--- src/rtl/test_read_multi_fifo_rd_timer.sv ---
// Loadable down-counter used as the read-response timeout.
// o_expired is high whenever the count is zero; the counter stops at zero.
module fifo_rd_timer #(
  parameter int W = 5
) (
  input  logic         clk,
  input  logic         reset,
  input  logic         i_load,
  input  logic [W-1:0] i_load_val,
  input  logic         i_en,
  output logic         o_expired
);

  logic [W-1:0] r_count;

  // Load takes priority over counting down; hold at zero once reached.
  always_ff @(posedge clk) begin
    if (reset) begin
      r_count <= '0;
    end else if (i_load) begin
      r_count <= i_load_val;
    end else if (i_en && (r_count != '0)) begin
      r_count <= r_count - 1'b1;
    end
  end

  assign o_expired = (r_count == '0);

endmodule

--- config.mk ---
export PLATFORM = sky130hd
export DESIGN_NAME = fifo_rd_timer
export DESIGN_NICKNAME = d
export VERILOG_FILES = /design/src/rtl/test_read_multi_fifo_rd_timer.sv
export SDC_FILE = /design/constraint.sdc
export NUM_CORES = 1
export LEC_CHECK = 0
export ABC_AREA = 0
export CORE_AREA = 5 5 42 44
export CTS_BUF_LIST = sky130_fd_sc_hd__clkbuf_8
export DETAILED_ROUTE_END_ITERATION = 8
export DIE_AREA = 0 0 47 49
export HOLD_SLACK_MARGIN = 0.15
export PLACE_DENSITY = 0.47
export SETUP_SLACK_MARGIN = 0.05
export SLEW_MARGIN = 0
export SYNTH_ARGS = -nofsm -noshare
export SYNTH_HDL_FRONTEND = slang
export SYNTH_SLANG_ARGS = --single-unit
--- constraint.sdc ---
create_clock -name clk -period 1.8 [get_ports clk]
set_input_delay 0.27 -clock clk [delete_from_list [all_inputs] [get_ports clk]]
set_output_delay 0.27 -clock clk [all_outputs]
set_load 0.01 [all_outputs]
# Yosys cells after proc, flatten, opt, wreduce, memory -nomap -nowiden
# Index checks and enable logic that the tools add are counted.
[op_classes]
add_sub_neg = 1
n_mux = 2
reduce_logical = 4
[op_table]
columns = ["operator", "n"]
rows = [
  ["5-bit 2-to-1 mux", 2],
  ["5-bit logical NOT", 1],
  ["5-bit nonzero test", 1],
  ["5-bit by 1-bit subtractor with 5-bit output (second input constant)", 1],
  ["2-bit nonzero test", 1],
  ["1-bit logical AND", 1],
]
[totals]
regBits = 5
in_bits = 9
output_inout_bits = 1

# Depth between registers and ports, before layout
# Gate-level depths: netlist (run 1).
[depth]
ltp_word = 4
depth_mapped = 6

# Worst setup path before layout (run 1)
# OpenSTA, ideal clock, no wires.
[synth_path]
kind = "reg2reg"
start = "reg r_count[1]"
end = "reg r_count[3]"
setup_ns = 0.103
arrival_ns = 1.552
slack_ns = 0.145
stages_incl_launch_ff = 7
period_less_slack_ns = 1.655
cell_sequence = "dfxtp_1 > inv_1 > ha_1 > or4b_1 > buf_6 > and3_4 > a2111oi_2"
[synth_via]
elab_chain_len = 3
elab_cells_between_ends = 6
[synth_lines]
columns = ["item", "line_no", "source"]
rows = [
  ["from (decl)", "14", "logic [W-1:0] r_count;"],
  ["from (signal assigned)", "21", "r_count <= i_load_val;"],
  ["from (signal assigned)", "23", "r_count <= r_count - 1'b1;"],
  ["5-bit by 1-bit subtractor with 5-bit output / 5-bit nonzero test (equally long branches)", "23, 22", ""],
  ["5-bit 2-to-1 mux / 1-bit logical AND (equally long branches)", "22", "end else if (i_en && (r_count != '0)) begin"],
  ["5-bit 2-to-1 mux / 2-bit nonzero test (equally long branches)", "--", ""],
]
# Several ways; a longest one is shown, not always the timed one. The select of a mux whose other input is x is not followed.
# A chain may end at the register's enable or synchronous reset.

# Worst setup path in the final report (run 1)
# Ends and elaborated chain as after synthesis.

==> flow_metrics.tcl, run 1 <==
set metrics [dict create \
    grt_pass1_vias 330 \
    crit_fanout 6 \
    postSynthRegisterBits 5 \
    clock_network_power_share 0.441 \
    num_rows 14 \
    dp_slack_ns -0.0576 \
    worst_pin_slew_ns 0.379 \
    cts_num_sinks 5 \
    clock_tree.htree_level_count 1 \
    remaining_antenna_violation_count_after_routing 0 \
    detail_route.iter0.violations 7 \
    gp_congestion 0.784 \
    timing.max_slew.rel_slack 0.746 \
    layoutNonFillerInstCount 72 \
    crit_path_end_kind "flop" \
    ioPinCount 10 \
    timing_hold_violations_final 0 \
    drt-vias-per-instance 4.79 \
    yosys_most_used_dff "dfxtp_1" \
    rsz_0062_raised_after_global_routing "false" \
    synth_area_um2 327 \
    post_cts_resized 7 \
    cts.path.max_buffers 2 \
    worst_hold_startpoint "r_count[4]" \
    cts-buffers-inserted 3 \
    power.ir.vdd_worst_v 0.000402 \
    asyncSetResetFlopFracSynth 0 \
    fin_nets 67 \
    yosys.cell_types.count 21 \
    outcome "finished clean" \
    share_of_synthesized_area_occupied_by_flip_flops_and_latches 0.307 \
    layout_commonest_cell "clkdlybuf4s50_1" \
    track_usage 0.0796 \
    timing.rr.end "r_count[3]" \
    clk_transition_reported_paths_ns 0.03 \
    grt_first_pass_wirelength_um 1290 \
    largest-register "r_count" \
    wl_per_cell_um 10.3 \
    power_uw 454 \
    maxSlewViolCount 0 \
    ctsHoldBuffers 0 \
    timing.critical_path.from "r_count[1]" \
    drc 0 \
    worst-endpoint-required_ns 1.92 \
    grt_antenna_before_repair 0 \
    reg2reg_from "r_count[1]" \
    die-width_um 47 \
    synth.area.top_cells "dfxtp_1 (31%), a2111oi_4 (8.4%), inv_1 (5.7%)" \
    floorplan.initialDensity 0.233 \
    synth_area_leader_cell "dfxtp_1" \
    number_of_enable_type_register_cells_in_the_synthesized_netlist 0 \
    core-area_um2 1400 \
    cell_internal_pwr_uw 340 \
    max_freq_ghz 0.597 \
    synthesis.nets 47 \
    clock_tree_skew_after_final_layout_ns 0.000232 \
    detail_route.wirelength_um 740 \
    largest_net_degree_at_the_start_of_global_routing 8 \
    timing.max_cap.violations 0 \
    place_hpwl_um 640 \
    fin_crit_sh 0.930 \
    worstHoldPathCells 2 \
    synth.yosys.warnings 0 \
    crit_arrival_ns 1.80 \
    synth_area_per_cell_um2 8.83 \
    hold_class "flop to flop" \
    whs_endpoint "r_count[4]" \
    p_sw_frac 0.251 \
    min_tclk_post_route_ns 1.67 \
    worst-setup-path-type "flop to flop" \
    switching_pwr_uw 114 \
    pwr-share-comb 0.278 \
    clk-insertion-delay-late_ns 0.22 \
    start_kind "flop" \
    final.hold.worst_slack_ns 0.528 \
    port_buffers 9 \
    synth_top_cell_area_share 0.307 \
    final_critical_path_setup_slack_ns 0.126 \
    reg.largest.list "r_count x5" \
    overflow 0 \
    synthesis.instances 37 \
    layout-drive-gt1-share 0.357 \
    powerDensity_nw_per_um2 816 \
    placed_cells_incl_taps 68 \
    seq_power_share 0.282 \
    total_die_area_um2 2300 \
    firstDrtPassIters 4 \
    final-setup-viol-count 0 \
    clock_tree_from_tritoncts "done" \
    n_antenna_cell 0 \
    route.vias.total 345 \
    layout.cells.most_common_list "clkdlybuf4s50_1 (8), buf_4 (7), dfxtp_1 (5)" \
    worst-r2r-setup-slack_ns 0.13 \
    reg2reg_depth 6 \
    area_delta_synth_final_pct 70.5 \
    die_h_um 49 \
    p_leak_nw 0.225 \
    number_of_setup_buffers_added_after_cts 0 \
    largest_register_ff_count 5 \
    cts_root_buffer "clkbuf_8" \
]
worst max-delay path: stages (launching register included):
cell and delay (ns):
dfxtp_1 0.31, inv_2 0.06, ha_2 0.16, or4b_4 0.47, buf_6 0.15, and3_4 0.17
a2111oi_4 0.26
kinds of logic (layout without fill, tap and decap cells):
group | count (synthesis) | count (layout) | synth area share
simple gates | 14 | 14 | 0.230
buf+inv | 7 | 26 | 0.103
compound gates | 10 | 10 | 0.322
fa+ha+maj | 1 | 1 | 0.0383
flops | 5 | 5 | 0.307
how the worst max path moves through the flow:
stage	cells after the start	to
floorplan	6	r_count[3]
detailed placement	5	o_expired
finish	6	r_count[3]
global placement	5	o_expired
CTS	6	r_count[3]
global route	6	r_count[3]
final cells by class:
type	count	area, µm²
Inverter	5	18.8
Multi-Input combinational cell	25	218
Timing Repair Buffer	17	155
Clock buffer	3	41.3
Fill cell	152	845
Tap cell	16	20.0
Sequential cell	5	100
Clock inverter	1	3.75
power groups by stage:
stage	clock network, mW	registers (mW)	logic (mW)
floorplan	0	0.128	0.0596
global placement	0	0.129	0.113
detailed placement	0	0.128	0.112
CTS	0.207	0.127	0.114
global route	0.214	0.129	0.140
finish	0.200	0.128	0.126
Yosys cell counts (2+ instances only):
library cell / n
dfxtp_1: 5
nand2_1: 3
nor2_1: 4
nor3_1: 2
inv_1: 5
a21oi_1: 2
a311oi_1: 2
stage by stage:
step	instance area [µm²]	utilization	setup TNS, ns
floorplan	327	-	0
global placement	482	0.344	-0.0332
detailed placement	482	0.344	-0.0576
CTS	528	0.377	0
global route	557	0.397	0
finish	557	0.397	0
metal layers:
layer | wire length (µm) | GRT usage | up-vias | part of all wire
li1 | - | - | 178 | -
met1 | 287 | 0.0813 | 155 | 0.39
met2 | 385 | 0.124 | 9 | 0.52
met3 | 49 | 0.0443 | 3 | 0.066
met4 | 19 | 0.0415 | 0 | 0.026
met5 | 0 | 0 | - | 0
(Power assumes the default switching activity.)
==> run 2, diff against run 1 <==
--- a/config.mk
+++ b/config.mk
@@ -10,6 +10,7 @@
 export CTS_BUF_LIST = sky130_fd_sc_hd__clkbuf_8
 export DETAILED_ROUTE_END_ITERATION = 8
 export DIE_AREA = 0 0 47 49
+export GPL_ROUTABILITY_DRIVEN = 0
 export HOLD_SLACK_MARGIN = 0.15
 export PLACE_DENSITY = 0.47
 export SETUP_SLACK_MARGIN = 0.05
==> results of run 2 <==
No change in the layout: final DEF, timing and power equal those of run 1.
==> run 3, diff against run 2 <==
--- a/config.mk
+++ b/config.mk
@@ -8,6 +8,7 @@
 export ABC_AREA = 0
 export CORE_AREA = 5 5 42 44
 export CTS_BUF_LIST = sky130_fd_sc_hd__clkbuf_8
+export CTS_CLUSTER_DIAMETER = 100
 export DETAILED_ROUTE_END_ITERATION = 8
 export DIE_AREA = 0 0 47 49
 export GPL_ROUTABILITY_DRIVEN = 0
==> results of run 3 <==
No change in the layout: final DEF, timing and power equal those of run 1.
==> RTL change 1: new RTL, settings of run 3 <==
`W`: 5 -> 4.
--- a/src/rtl/test_read_multi_fifo_rd_timer.sv
+++ b/src/rtl/test_read_multi_fifo_rd_timer.sv
@@ -3,3 +3,3 @@
 module fifo_rd_timer #(
-  parameter int W = 5
+  parameter int W = 4
 ) (
Ports: changed (resized i_load_val); port bits go from 10 to 9. No check against the original RTL was run, so the function may have changed too.
==> RTL change 1 against run 3 <==
Setup slack improved by 18 ps. Power fell by 15%. Core utilization fell by 7.9 points. Cell area fell by 20%. Sequential cell count fell by 1. Wire length fell by 15%. Combinational power fell by 24%. Synthesized area fell by 20%. Critical endpoint is now r_count[1].
==> RTL change 1: results (changes against run 3) <==
metric;value;unit;change
initial antenna violation count;0;;unchanged
Largest regs;r_count (4);;was r_count (5)
Netlist cell types;16;;was 21
pre-CTS WS;-21.9;ps;was -57.6 ps
Synth Net Count;38;;was 47
multiplexer area fraction after synthesis;0.0381;;was 0
vias in the first global route;261;;was 330
slew of the pin with the lowest slew margin;289;ps;was 379 ps
clk_skew;4.17;ps;was 0.232 ps
Vias;265;;was 345
antenna cell count;0;;unchanged
DRT Pass-1 Iters;1;;was 4
Post-Synth XOR/XNOR Area;0;;unchanged
share of synthesized registers carrying an async set or reset;0;;unchanged
dpl hpwl;516;um;was 640 um
Cell Count, Final, Fillers Out;62;;was 72
number of synthesized flops with an enable pin;0;;unchanged
fin nets;57;;was 67
status;finished clean;;unchanged
initial drt markers;0;;was 7
Max Cap Viol;0;;unchanged
crit-path max FO;4;;was 6
Post-CTS Setup Bufs;0;;unchanged
final WL;632;um;was 740 um
Buffers on Ports;8;;was 9
maximum buffer depth of the clock tree;2;;unchanged
total CTS buffers;3;;unchanged
global-route wire length before repair;1.04;mm;was 1.29 mm
worst-skew pair later-pin latency;220;ps;about the same
dominant synthesized flop cell;dfxtp_1;;unchanged
met1 Use GR;0.0817;;was 0.0813
routing usage on met3;0.0664;;was 0.0443
Yosys Warn Count;0;;unchanged
synth cell count leaders;nor2_1 (5), dfxtp_1 (4), inv_1 (4);;was dfxtp_1 (5), inv_1 (5), nor2_1 (4)
Adder-Cell Fraction of Synth Area;0.0476;;was 0.0383
Clock transition at path regs;30;ps;about the same
GRT Util Overall;0.0649;;was 0.0796
largest cells by area after synthesis;dfxtp_1 (30%), a2111oi_4 (10%), nor2_1 (7.1%);;was dfxtp_1 (31%), a2111oi_4 (8.4%), inv_1 (5.7%)
H-tree Lvls;1;;unchanged
Compound-Gate Fraction of Synth Area;0.267;;was 0.322
area post-placement;408;um2;was 482 um2
PD cells;864;mW/mm2;was 816 mW/mm2
Mapped Cells;29;;was 37
Hold Crit Class;reg2reg;;unchanged
LEAKAGE;0.000181;uW;was 0.000225 uW
largest net degree at the start of global routing;7;;was 8
filler instances;155;;was 152
sequential area share after synthesis;0.305;;was 0.307
# placed instances;59;;was 68
VDD IR-drop max;474;uV;was 402 uV
root buf cell;clkbuf_8;;unchanged
met2 usage;0.0837;;was 0.124
post-CTS sizing;3;;was 7
share of layout cells above drive strength 1;0.304;;was 0.357
-- RTL change 1: cells by family after synthesis --
group | after synthesis
AOI/OAI and AO/OA | 6
adders and majority gates | 1
buffers and inverters | 4
DFF | 4
muxes | 1
and+or+nand+nor | 13
-- RTL change 1: worst paths after layout --
path | startpoint | end | slack, ps | cells after the start
hold reg to reg | r_count[2] | r_count[2] | 530 | 2
setup / recovery | r_count[0] | r_count[1] | 140 | 6
setup reg to reg | r_count[0] | r_count[1] | 140 | 6
hold / removal | r_count[2] | r_count[2] | 530 | 2
-- RTL change 1: metal layers --
metal / vias to the layer above / routed length, um / share of wire
met5: - / 0 / 0
met4: 0 / 0 / 0
met1: 115 / 278 / 0.44
met3: 0 / 60 / 0.095
met2: 8 / 293 / 0.46
li1: 142 / - / -
-- RTL change 1: layout make-up --
class | count | share of cell area
multi-input cells | 21 | 0.381
repair buffers | 14 | 0.269
flip-flops and latches | 4 | 0.179
clock buffers | 3 | 0.0924
well taps | 16 | 0.0448
inverters | 4 | 0.0336
-- RTL change 1: power by group --
group	switching, uW	total (uW)	leakage [uW]	internal, uW
clock	44.8	187	0.0000216	142
combinational	40.4	95.9	0.000126	55.5
sequential	5.49	103	0.0000333	97.2
-- RTL change 1: critical path, cell delays in order (launching register included) --
cell	delay, ps
dfxtp_1	300
inv_1	80
ha_2	200
or3b_4	380
buf_4	160
a2111oi_4	330
a311o_1	140
-- RTL change 1: per-stage QoR --
step	hold slack (ps)	TNS, ps
final	527	0
after CTS	530	0
after floorplan	342	0
after detailed placement	526	-21.9
after global placement	528	-1.66
after global routing	570	0
==> RTL change 2: new RTL, flow settings as in run 3 <==
Made on the original files. Register the input `i_load_val` before use, without a reset. The logic sees it one clock later. The other inputs are not delayed to match.
--- a/src/rtl/test_read_multi_fifo_rd_timer.sv
+++ b/src/rtl/test_read_multi_fifo_rd_timer.sv
@@ -13,2 +13,8 @@
 
+  logic [W-1:0] i_load_val_q;
+
+  always_ff @(posedge clk) begin
+    i_load_val_q <= i_load_val;
+  end
+
   logic [W-1:0] r_count;
@@ -20,3 +26,3 @@
     end else if (i_load) begin
-      r_count <= i_load_val;
+      r_count <= i_load_val_q;
     end else if (i_en && (r_count != '0)) begin
Formal check against the unedited RTL: not equivalent (Yosys sat finds a counterexample within 4 cycles, from zero or initial values and one cycle with reset high).
==> RTL change 2 against run 3 <==
Synthesized area up 31%. Sequential power up 92%. Cell area up 15%. Via count up 9.3%. Sequential cell count up 5. Clock skew about the same. Maximum frequency down 0.50%. Power up 41%. Setup slack worse by 8.5 ps. Wire length up 29%.
==> RTL change 2: results (changes against run 3) <==
metric;value;unit;change
largest net degree at the start of global routing;8;;unchanged
VDD IR-drop max;384;uV;was 402 uV
final worst-path setup slack;117;ps;was 126 ps
Critical R2R Launch;r_count[0];;was r_count[1]
final WL;951;um;was 740 um
WP data arrival;1410;ps;was 1800 ps
status;finished clean;;unchanged
Worst R2R Path Depth;6;;unchanged
worst-skew pair later-pin latency;230;ps;
root buf cell;clkbuf_8;;unchanged
critical path class;reg2out;;was reg2reg
share of synthesized registers carrying an async set or reset;0;;unchanged
Vias;377;;was 345
maximum buffer depth of the clock tree;2;;unchanged
Yosys Warn Count;0;;unchanged
initial drt markers;5;;was 7
DRT Pass-1 Iters;3;;was 4
area post-placement;578;um2;was 482 um2
dpl hpwl;724;um;was 640 um
initial antenna violation count;0;;unchanged
dominant synthesized flop cell;dfxtp_1;;unchanged
Hold Crit Class;reg2reg;;unchanged
slew of the pin with the lowest slew margin;345;ps;was 379 ps
crit path capture;o_expired;;was r_count[3]
H-tree Lvls;1;;unchanged
vias in the first global route;428;;was 330
clk_skew;0.311;ps;was 0.232 ps
fin nets;73;;was 67
share of layout cells above drive strength 1;0.306;;was 0.357
Buffers on Ports;9;;unchanged
Post-CTS Setup Bufs;0;;unchanged
R2R Setup Slk;130;ps;
Clock transition at path regs;50;ps;was 30 ps
crit-path max FO;2;;was 6
antenna cell count;0;;unchanged
worst r2r dst;r_count[3];;unchanged
Netlist cell types;22;;was 21
GRT Util Overall;0.104;;was 0.0796
post-CTS sizing;5;;was 7
global-route wire length before repair;1.75;mm;was 1.29 mm
sequential area share after synthesis;0.469;;was 0.307
synth cell count leaders;dfxtp_1 (10), inv_1 (6), nor2_1 (4);;was dfxtp_1 (5), inv_1 (5), nor2_1 (4)
Synth Net Count;53;;was 47
hold_ws;452;ps;was 528 ps
LEAKAGE;0.000265;uW;was 0.000225 uW
Largest regs;i_load_val_q (5), r_count (5);;was r_count (5)
pre-CTS WS;-63.7;ps;was -57.6 ps
largest cells by area after synthesis;dfxtp_1 (47%), a2111oi_4 (6.5%), inv_1 (5.3%);;was dfxtp_1 (31%), a2111oi_4 (8.4%), inv_1 (5.7%)
total CTS buffers;3;;unchanged
==> RTL change 2: per-stage QoR <==
stage                     std cells  TNS (ps)
after floorplan                  43         0
after global placement           74     -64.7
after detailed placement         74     -63.7
after CTS                        78         0
after global routing             78         0
final                            78         0
==> RTL change 2: power breakdown <==
part / leakage, uW / total, uW / internal, uW / switching, uW
clock network: 0.0000288 / 274 / 192 / 82.4
logic: 0.000152 / 121 / 68.6 / 52.0
registers: 0.0000837 / 246 / 237 / 8.66
==> RTL change 2: how the worst min path moves through the flow <==
stage | end | startpoint | depth (start not counted)
global placement | r_count[2] | i_load_val_q[2] | 2
finish | r_count[4] | i_load_val_q[4] | 2
detailed placement | r_count[2] | i_load_val_q[2] | 2
CTS | r_count[2] | i_load_val_q[2] | 2
floorplan | i_load_val_q[0] | i_load_val[0] | 0
global route | r_count[2] | i_load_val_q[2] | 2
==> RTL change 2: area by class of cell <==
class	instances	area [um2]
Fill cell	141	761
Tap cell	16	20.0
Inverter	7	26.3
Sequential cell	10	200
Clock buffer	4	55.1
Multi-Input combinational cell	25	191
Timing Repair Buffer	16	148
==> RTL change 2: kinds of logic (layout without fill, tap and decap cells) <==
group | Yosys count | after routing | synth area share
adders and majority gates | 1 | 1 | 0.0293
AOI/OAI and AO/OA | 10 | 10 | 0.240
buffers and inverters | 8 | 27 | 0.0880
DFF | 10 | 10 | 0.469
and+or+nand+nor | 14 | 14 | 0.173
==> RTL change 2: routing by layer <==
layer	routed length (um)	GRT usage	vias up
li1	-	-	190
met1	414	0.122	174
met2	474	0.152	11
met3	46	0.0517	2
met4	14	0.0507	0
met5	0	0	-
==> RTL change 2: worst max-delay path: stages, from the launching register on <==
cell and delay (ps):
dfxtp_1 310, inv_2 60, ha_2 160, or4b_4 470, inv_2 80, buf_6 100
